### config.mk
export PLATFORM = sky130hd
export DESIGN_NAME = pipe_ctrl_flat
export DESIGN_NICKNAME = d
export VERILOG_FILES = /design/src/rtl/pipe_ctrl_if.sv /design/src/rtl/pipe_ctrl.sv /design/src/flat_wrapper.sv
export SDC_FILE = /design/constraint.sdc
export NUM_CORES = 1
export LEC_CHECK = 0
export BUFFER_PORTS_ARGS = -buffer_cell sky130_fd_sc_hd__buf_2
export CORE_MARGIN = 10
export CORE_UTILIZATION = 40
export DETAILED_ROUTE_END_ITERATION = 10
export GPL_TIMING_DRIVEN = 1
export PLACE_DENSITY = 0.78
export RECOVER_POWER = 100
export SYNTH_ARGS = -nofsm -noshare
export SYNTH_HDL_FRONTEND = slang
export SYNTH_SLANG_ARGS = --single-unit
### constraint.sdc
create_clock -name clk -period 4.15 [get_ports clk]
set_clock_uncertainty 0.1 [all_clocks]
set_input_delay 0.415 -clock clk [delete_from_list [all_inputs] [get_ports clk]]
set_output_delay 0.415 -clock clk [all_outputs]
set_load 0.01 [all_outputs]
### src/rtl/pipe_ctrl_if.sv
`default_nettype none
// +--------------------------------------------------------------------------+
// | pipe_ctrl_if : stall/redirect/trap bundle between pipeline and pipe_ctrl |
// | Rev 1.0                                                                  |
// +--------------------------------------------------------------------------+
interface pipe_ctrl_if #(
  parameter int REG_BUS_WIDTH = 32
);
  logic                     stallreq_if_i;
  logic                     stallreq_id_i;
  logic                     stallreq_ex_i;
  logic                     stallreq_mem_i;
  logic                     jump_req_i;
  logic [REG_BUS_WIDTH-1:0] jump_pc_i;
  logic                     trap_req_i;
  logic [REG_BUS_WIDTH-1:0] trap_pc_i;
  logic [5:0]               stall_o;
  logic [3:0]               flush_o;
  logic                     pc_we_o;
  logic [REG_BUS_WIDTH-1:0] pc_new_o;
  logic                     trap_ack_o;
  logic                     stall_timeout_o;

  // Pipeline side: raises requests, obeys stall/flush/redirect.
  modport master (
    output stallreq_if_i, stallreq_id_i, stallreq_ex_i, stallreq_mem_i,
    output jump_req_i, jump_pc_i, trap_req_i, trap_pc_i,
    input  stall_o, flush_o, pc_we_o, pc_new_o, trap_ack_o, stall_timeout_o
  );

  modport slave (
    input  stallreq_if_i, stallreq_id_i, stallreq_ex_i, stallreq_mem_i,
    input  jump_req_i, jump_pc_i, trap_req_i, trap_pc_i,
    output stall_o, flush_o, pc_we_o, pc_new_o, trap_ack_o, stall_timeout_o
  );
endinterface
`default_nettype wire

### src/rtl/pipe_ctrl.sv
`default_nettype none
// +--------------------------------------------------------------------------+
// | pipe_ctrl : pipeline stall/flush arbiter, trap sequencer, stall watchdog |
// | Rev 1.0                                                                  |
// +--------------------------------------------------------------------------+
module pipe_ctrl #(
  parameter int REG_BUS_WIDTH = 32
) (
  input  wire logic   clk,
  input  wire logic   rst_n,
  pipe_ctrl_if.slave  bus
);

  localparam logic [1:0] ST_IDLE  = 2'd0;
  localparam logic [1:0] ST_DRAIN = 2'd1;
  localparam logic [1:0] ST_FLUSH = 2'd2;

  localparam logic [7:0] WD_MAX      = 8'hFF;
  localparam logic [5:0] DRAIN_STALL = 6'b001111;

  logic [1:0]               state_q, state_d;
  logic [REG_BUS_WIDTH-1:0] trap_pc_q, trap_pc_d;
  logic                     drop_q, drop_d;
  logic [7:0]               wd_cnt_q, wd_cnt_d;
  logic                     timeout_q, timeout_d;

  logic [5:0]               base_stall;
  logic [5:0]               stall_c;
  logic [3:0]               flush_c;
  logic                     pc_we_c;
  logic [REG_BUS_WIDTH-1:0] pc_new_c;
  logic                     ack_c;
  logic                     redirect_c;

  // The deepest requesting stage freezes itself and everything upstream.
  always_comb begin
    base_stall = 6'b000000;
    if (bus.stallreq_mem_i) begin
      base_stall = 6'b011111;
    end else if (bus.stallreq_ex_i) begin
      base_stall = 6'b001111;
    end else if (bus.stallreq_id_i) begin
      base_stall = 6'b000111;
    end else if (bus.stallreq_if_i) begin
      base_stall = 6'b000011;
    end
  end

  always_ff @(posedge clk or negedge rst_n) begin
    if (!rst_n) begin
      state_q   <= ST_IDLE;
      trap_pc_q <= '0;
    end else begin
      state_q   <= state_d;
      trap_pc_q <= trap_pc_d;
    end
  end

  always_comb begin
    state_d   = state_q;
    trap_pc_d = trap_pc_q;
    case (state_q)
      ST_IDLE: begin
        if (bus.trap_req_i) begin
          state_d   = ST_DRAIN;
          trap_pc_d = bus.trap_pc_i;
        end
      end
      ST_DRAIN: begin
        if (!bus.stallreq_mem_i) begin
          state_d = ST_FLUSH;
        end
      end
      ST_FLUSH: state_d = ST_IDLE;
      default:  state_d = ST_IDLE;
    endcase
  end

  always_comb begin
    stall_c    = base_stall;
    flush_c    = 4'b0000;
    pc_we_c    = 1'b0;
    pc_new_c   = '0;
    ack_c      = 1'b0;
    redirect_c = 1'b0;
    case (state_q)
      ST_IDLE: begin
        // A same-cycle trap wins; the jump source keeps its request held.
        if (!bus.trap_req_i && bus.jump_req_i && !base_stall[3]) begin
          pc_we_c      = 1'b1;
          pc_new_c     = bus.jump_pc_i;
          flush_c[1:0] = 2'b11;
          redirect_c   = 1'b1;
        end
      end
      ST_DRAIN: stall_c = base_stall | DRAIN_STALL;
      ST_FLUSH: begin
        stall_c    = 6'b000000;
        flush_c    = 4'b1111;
        pc_we_c    = 1'b1;
        pc_new_c   = trap_pc_q;
        ack_c      = 1'b1;
        redirect_c = 1'b1;
      end
      default: ;
    endcase

    // A fetch in flight at redirect time returns a stale instruction; kill it on arrival.
    drop_d = drop_q;
    if (drop_q && !bus.stallreq_if_i) begin
      flush_c[0] = 1'b1;
      drop_d     = 1'b0;
    end
    if (redirect_c && bus.stallreq_if_i) begin
      drop_d = 1'b1;
    end
  end

  always_comb begin
    if (stall_c == 6'b000000) begin
      wd_cnt_d = 8'h00;
    end else if (wd_cnt_q == WD_MAX) begin
      wd_cnt_d = WD_MAX;
    end else begin
      wd_cnt_d = wd_cnt_q + 8'h01;
    end
    timeout_d = timeout_q | (wd_cnt_d == WD_MAX);
  end

  always_ff @(posedge clk or negedge rst_n) begin
    if (!rst_n) begin
      drop_q    <= 1'b0;
      wd_cnt_q  <= 8'h00;
      timeout_q <= 1'b0;
    end else begin
      drop_q    <= drop_d;
      wd_cnt_q  <= wd_cnt_d;
      timeout_q <= timeout_d;
    end
  end

  // Combinational outputs are masked so reset silences them independent of inputs.
  assign bus.stall_o         = rst_n ? stall_c  : 6'b000000;
  assign bus.flush_o         = rst_n ? flush_c  : 4'b0000;
  assign bus.pc_we_o         = rst_n & pc_we_c;
  assign bus.pc_new_o        = rst_n ? pc_new_c : '0;
  assign bus.trap_ack_o      = rst_n & ack_c;
  assign bus.stall_timeout_o = rst_n & timeout_q;

endmodule
`default_nettype wire

### src/flat_wrapper.sv
// flat-port wrapper written by rule: the top's interface ports become plain ports
module pipe_ctrl_flat 
#(
  parameter int REG_BUS_WIDTH = 32
)
  (clk, rst_n, bus_stallreq_if_i, bus_stallreq_id_i, bus_stallreq_ex_i, bus_stallreq_mem_i, bus_jump_req_i, bus_jump_pc_i, bus_trap_req_i, bus_trap_pc_i, bus_stall_o, bus_flush_o, bus_pc_we_o, bus_pc_new_o, bus_trap_ack_o, bus_stall_timeout_o);
  pipe_ctrl_if #(.REG_BUS_WIDTH(REG_BUS_WIDTH)) bus_i ();
  input  wire logic clk;
  input  wire logic rst_n;
  input wire logic [$bits(bus_i.stallreq_if_i)-1:0] bus_stallreq_if_i;
  input wire logic [$bits(bus_i.stallreq_id_i)-1:0] bus_stallreq_id_i;
  input wire logic [$bits(bus_i.stallreq_ex_i)-1:0] bus_stallreq_ex_i;
  input wire logic [$bits(bus_i.stallreq_mem_i)-1:0] bus_stallreq_mem_i;
  input wire logic [$bits(bus_i.jump_req_i)-1:0] bus_jump_req_i;
  input wire logic [$bits(bus_i.jump_pc_i)-1:0] bus_jump_pc_i;
  input wire logic [$bits(bus_i.trap_req_i)-1:0] bus_trap_req_i;
  input wire logic [$bits(bus_i.trap_pc_i)-1:0] bus_trap_pc_i;
  output wire logic [$bits(bus_i.stall_o)-1:0] bus_stall_o;
  output wire logic [$bits(bus_i.flush_o)-1:0] bus_flush_o;
  output wire logic [$bits(bus_i.pc_we_o)-1:0] bus_pc_we_o;
  output wire logic [$bits(bus_i.pc_new_o)-1:0] bus_pc_new_o;
  output wire logic [$bits(bus_i.trap_ack_o)-1:0] bus_trap_ack_o;
  output wire logic [$bits(bus_i.stall_timeout_o)-1:0] bus_stall_timeout_o;
  assign bus_i.stallreq_if_i = bus_stallreq_if_i;
  assign bus_i.stallreq_id_i = bus_stallreq_id_i;
  assign bus_i.stallreq_ex_i = bus_stallreq_ex_i;
  assign bus_i.stallreq_mem_i = bus_stallreq_mem_i;
  assign bus_i.jump_req_i = bus_jump_req_i;
  assign bus_i.jump_pc_i = bus_jump_pc_i;
  assign bus_i.trap_req_i = bus_trap_req_i;
  assign bus_i.trap_pc_i = bus_trap_pc_i;
  assign bus_stall_o = bus_i.stall_o;
  assign bus_flush_o = bus_i.flush_o;
  assign bus_pc_we_o = bus_i.pc_we_o;
  assign bus_pc_new_o = bus_i.pc_new_o;
  assign bus_trap_ack_o = bus_i.trap_ack_o;
  assign bus_stall_timeout_o = bus_i.stall_timeout_o;
  pipe_ctrl #(.REG_BUS_WIDTH(REG_BUS_WIDTH)) u_core (.clk(clk), .rst_n(rst_n), .bus(bus_i));
endmodule
==> qor.yml <==
status:
  status: "finished, final reports clean"
routing:
  ant_nets: 0
  drc: 0
  drt_first_pass_iters: 4
  vias: 2153
  drt_iter0_drc: 67
  drt-total-wl_microns: 6790
  vias_per_cell: 5.23
  wire_per_inst_microns: 16.5
power_and_ir_drop:
  peakVddDrop_v: 0.000256
  p_sw_mw: 0.645
  power.share.switching: 0.367
  p_int_mw: 1.11
  p_comb_frac: 0.426
  power.leakage_nw: 1.34
  clockPowerShare: 0.156
  power_density_mw_per_mm2: 581
  seq_power_share: 0.418
global_route:
  grt_pass1_wl_microns: 11200
  grt_max_degree: 37
  grt_usage: 0.139
  overflow: 0
  grt_antenna_before_repair: 0
  grt_pass1_vias: 2336
finish:
  stdcell_count: 412
  area_growth_pct: 25.3
  antenna-diode-count: 0
  nets: 413
  layout-drive-gt1-share: 0.359
worst_setup_path:
  critPathLaunchType: "primary input"
  cp.depth: 6
  cpMostUsedCell: "clkbuf_1"
  rr_startpoint: "u_core.state_q[0]$_DFFE_PN0P_"
  critPathMaxFanout: 21
  worstSetupEndpoint: "bus_pc_new_o[14]"
  slowest_delay_ns: 0.81
  critPathLaunch: "rst_n"
  cp_num_buf_inv: 4
  r2r_slack_ns: 1.50
  crit_required_ns: 3.63
  arrival_ns: 2.91
  worst-r2r-cell-count: 5
  crit_family: "buffers and inverters"
  crit_type: "in2out"
  slowest_stage: "clkbuf_1"
  r2r-end: "u_core.trap_pc_q[19]$_DFFE_PN0P_"
  endpoint_kind: "output pin"
  crit_chain: "dlygate4sd3_1 -> clkbuf_1 -> o21ai_2 -> buf_4 -> nor2_1 -> clkbuf_1"
clocking:
  cts-root-buf: "clkbuf_8"
  cts_max_level: 2
  cts_tree: "built"
  ctsLongestPathBuffers: 2
  cts_buffers: 5
  cts_resized: 0
  clk_pin_slew_ns: 0.08
  worstSkewPairLatency_ns: 0.29
  cts_sinks: 44
die:
  die_w_microns: 97.7
  dieArea_sq_mm: 0.00955
  fp.coreArea_sq_mm: 0.00589
  boundaryPins: 117
  num_rows: 28
  die_y_microns: 97.7
  start_util: 0.410
placement:
  dp.cells: 403
  gp_congestion: 0.792
  numPortBuffers: 115
  dp_hpwl_microns: 5330
job:
  max_cap_viol_count: 0
synth:
  yosys.area.top_type: "dfrtp_1"
  synth_edf_count: 0
  synth.avg_cell_area_sq_um: 10.7
  synthArstFlopShare: 1.00
  synth_top_flop_cell: "dfrtp_1"
  ys_warn_count: 0
  syn-cell-area_sq_mm: 0.00241
  ys_seq_area_frac: 0.456
  synth_top_area_frac: 0.456
  synth_area_leaders: "dfrtp_1 46%, mux2_2 15%, a22oi_1 9.9%"
  synth.net_count: 303
  ys_ff_latch: 44
  synth.distinct_cells: 36
  syn_inst: 226
timing:
  post-route-period-util: 0.825
  max_freq_ghz: 0.292
  hold_viol: 0
  slew-limit-headroom: 0.263
  tns_ns: 0
  drv_slew: 0
  rsz0062_at_grt: "false"
  worst_pin_slew_ns: 1.11
  setup_violations: 0
  min_period_ns: 3.43
hold_path:
  hp-class: "in2reg"
power groups by stage:
stage                     sequential [mW]  clock [mW]  combinational (mW)
after floorplan                     0.703           0               0.614
after global placement              0.729           0               0.767
after detailed placement            0.741           0               0.795
after CTS                           0.734       0.286               0.797
after global routing                0.759       0.307               0.839
final                               0.735       0.274               0.749
synthesized netlist by cell type, types with 2 or more instances:
library cell,number
buf_6,6
nor2_1,35
a22oi_1,32
nor3_1,2
inv_1,5
a31oi_1,2
ha_1,5
nand2b_1,2
mux2_2,32
dfrtp_1,44
nor2_2,2
xnor2_1,2
and2_1,2
nor2b_1,2
o21a_1,2
buf_4,6
o31a_1,2
a21oi_1,9
clkbuf_1,3
o21ai_0,2
nand2_1,5
buf_1,3
and3_1,4
nand3_1,5
stage by stage:
stage               worst slack [ns]  hold slack (ns)  power [mW]   util  cell area, sq um
floorplan                       1.73           0.0194        1.32      -              2410
global placement                1.31            0.296        1.50  0.510              3000
detailed placement              1.22            0.289        1.54  0.510              3000
CTS                            0.884            0.238        1.82  0.527              3100
global route                   0.388            0.235        1.90  0.514              3030
finish                         0.725            0.245        1.76  0.514              3030
per-layer routing:
layer | GRT usage | vias to the layer above | wire length [microns]
met3 | 0.0469 | 10 | 510
met4 | 0.0559 | 0 | 138
met2 | 0.247 | 82 | 3430
li1 | - | 1030 | -
met1 | 0.146 | 1031 | 2710
met5 | 0 | - | 0
what timing repair did:
| item | in CTS | in global routing |
|---|---|---|
| hold buffers | 1 | 0 |
| buffers inserted | 0 | 0 |
| endpoints found under the hold margin | 16 | 0 |
area by class of cell:
type	count	area (sq um)
timing repair buffer	121	567
multi-input combinational	159	1150
clock buffer	8	90.1
sequential	44	1100
tap	75	93.8
fill	593	2860
inverter	5	18.8
registers in the layout (all words and copies together) (netlist names):
register          flops
u_core.drop_q         1
u_core.state_q        2
u_core.timeout_q      1
u_core.trap_pc_q     32
u_core.wd_cnt_q       8
cell usage in the layout, fill, tap and decap left out, types with 5 or more instances in the layout:
cell type and n:
nand2_1 5, clkbuf_1 45, buf_2 73, nor2_1 35
clkbuf_8 6, a22oi_1 32, ha_1 5, mux2_2 32
inv_1 5, dfrtp_1 44, nand3_1 5, a21oi_1 9
how the worst min path moves through the flow:
stage	start	endpoint	slack, ns	depth (start not counted)
2_1_floorplan	rst_n	u_core.drop_q$_DFFE_PN0P_	0.02	0
3_3_place_gp	rst_n	u_core.state_q[0]$_DFFE_PN0P_	0.30	1
3_5_place_dp	rst_n	u_core.trap_pc_q[0]$_DFFE_PN0P_	0.29	1
4_1_cts	bus_trap_pc_i[8]	u_core.trap_pc_q[8]$_DFFE_PN0P_	0.24	2
5_1_grt	bus_trap_pc_i[30]	u_core.trap_pc_q[30]$_DFFE_PN0P_	0.24	2
6_report	bus_trap_pc_i[8]	u_core.trap_pc_q[8]$_DFFE_PN0P_	0.25	2
kinds of logic (layout without fill, tap and decap cells):
group,count (synthesis),after routing,share of synthesized area
other,1,1,0.00155
xor gates and xnor gates,3,3,0.0109
DFF,44,44,0.456
muxes,32,32,0.149
buffers and inverters,23,134,0.0637
AOI/OAI and AO/OA,55,55,0.167
adders and majority gates,5,5,0.0259
and+or+nand+nor,63,63,0.125
(Power assumes the default switching activity.)
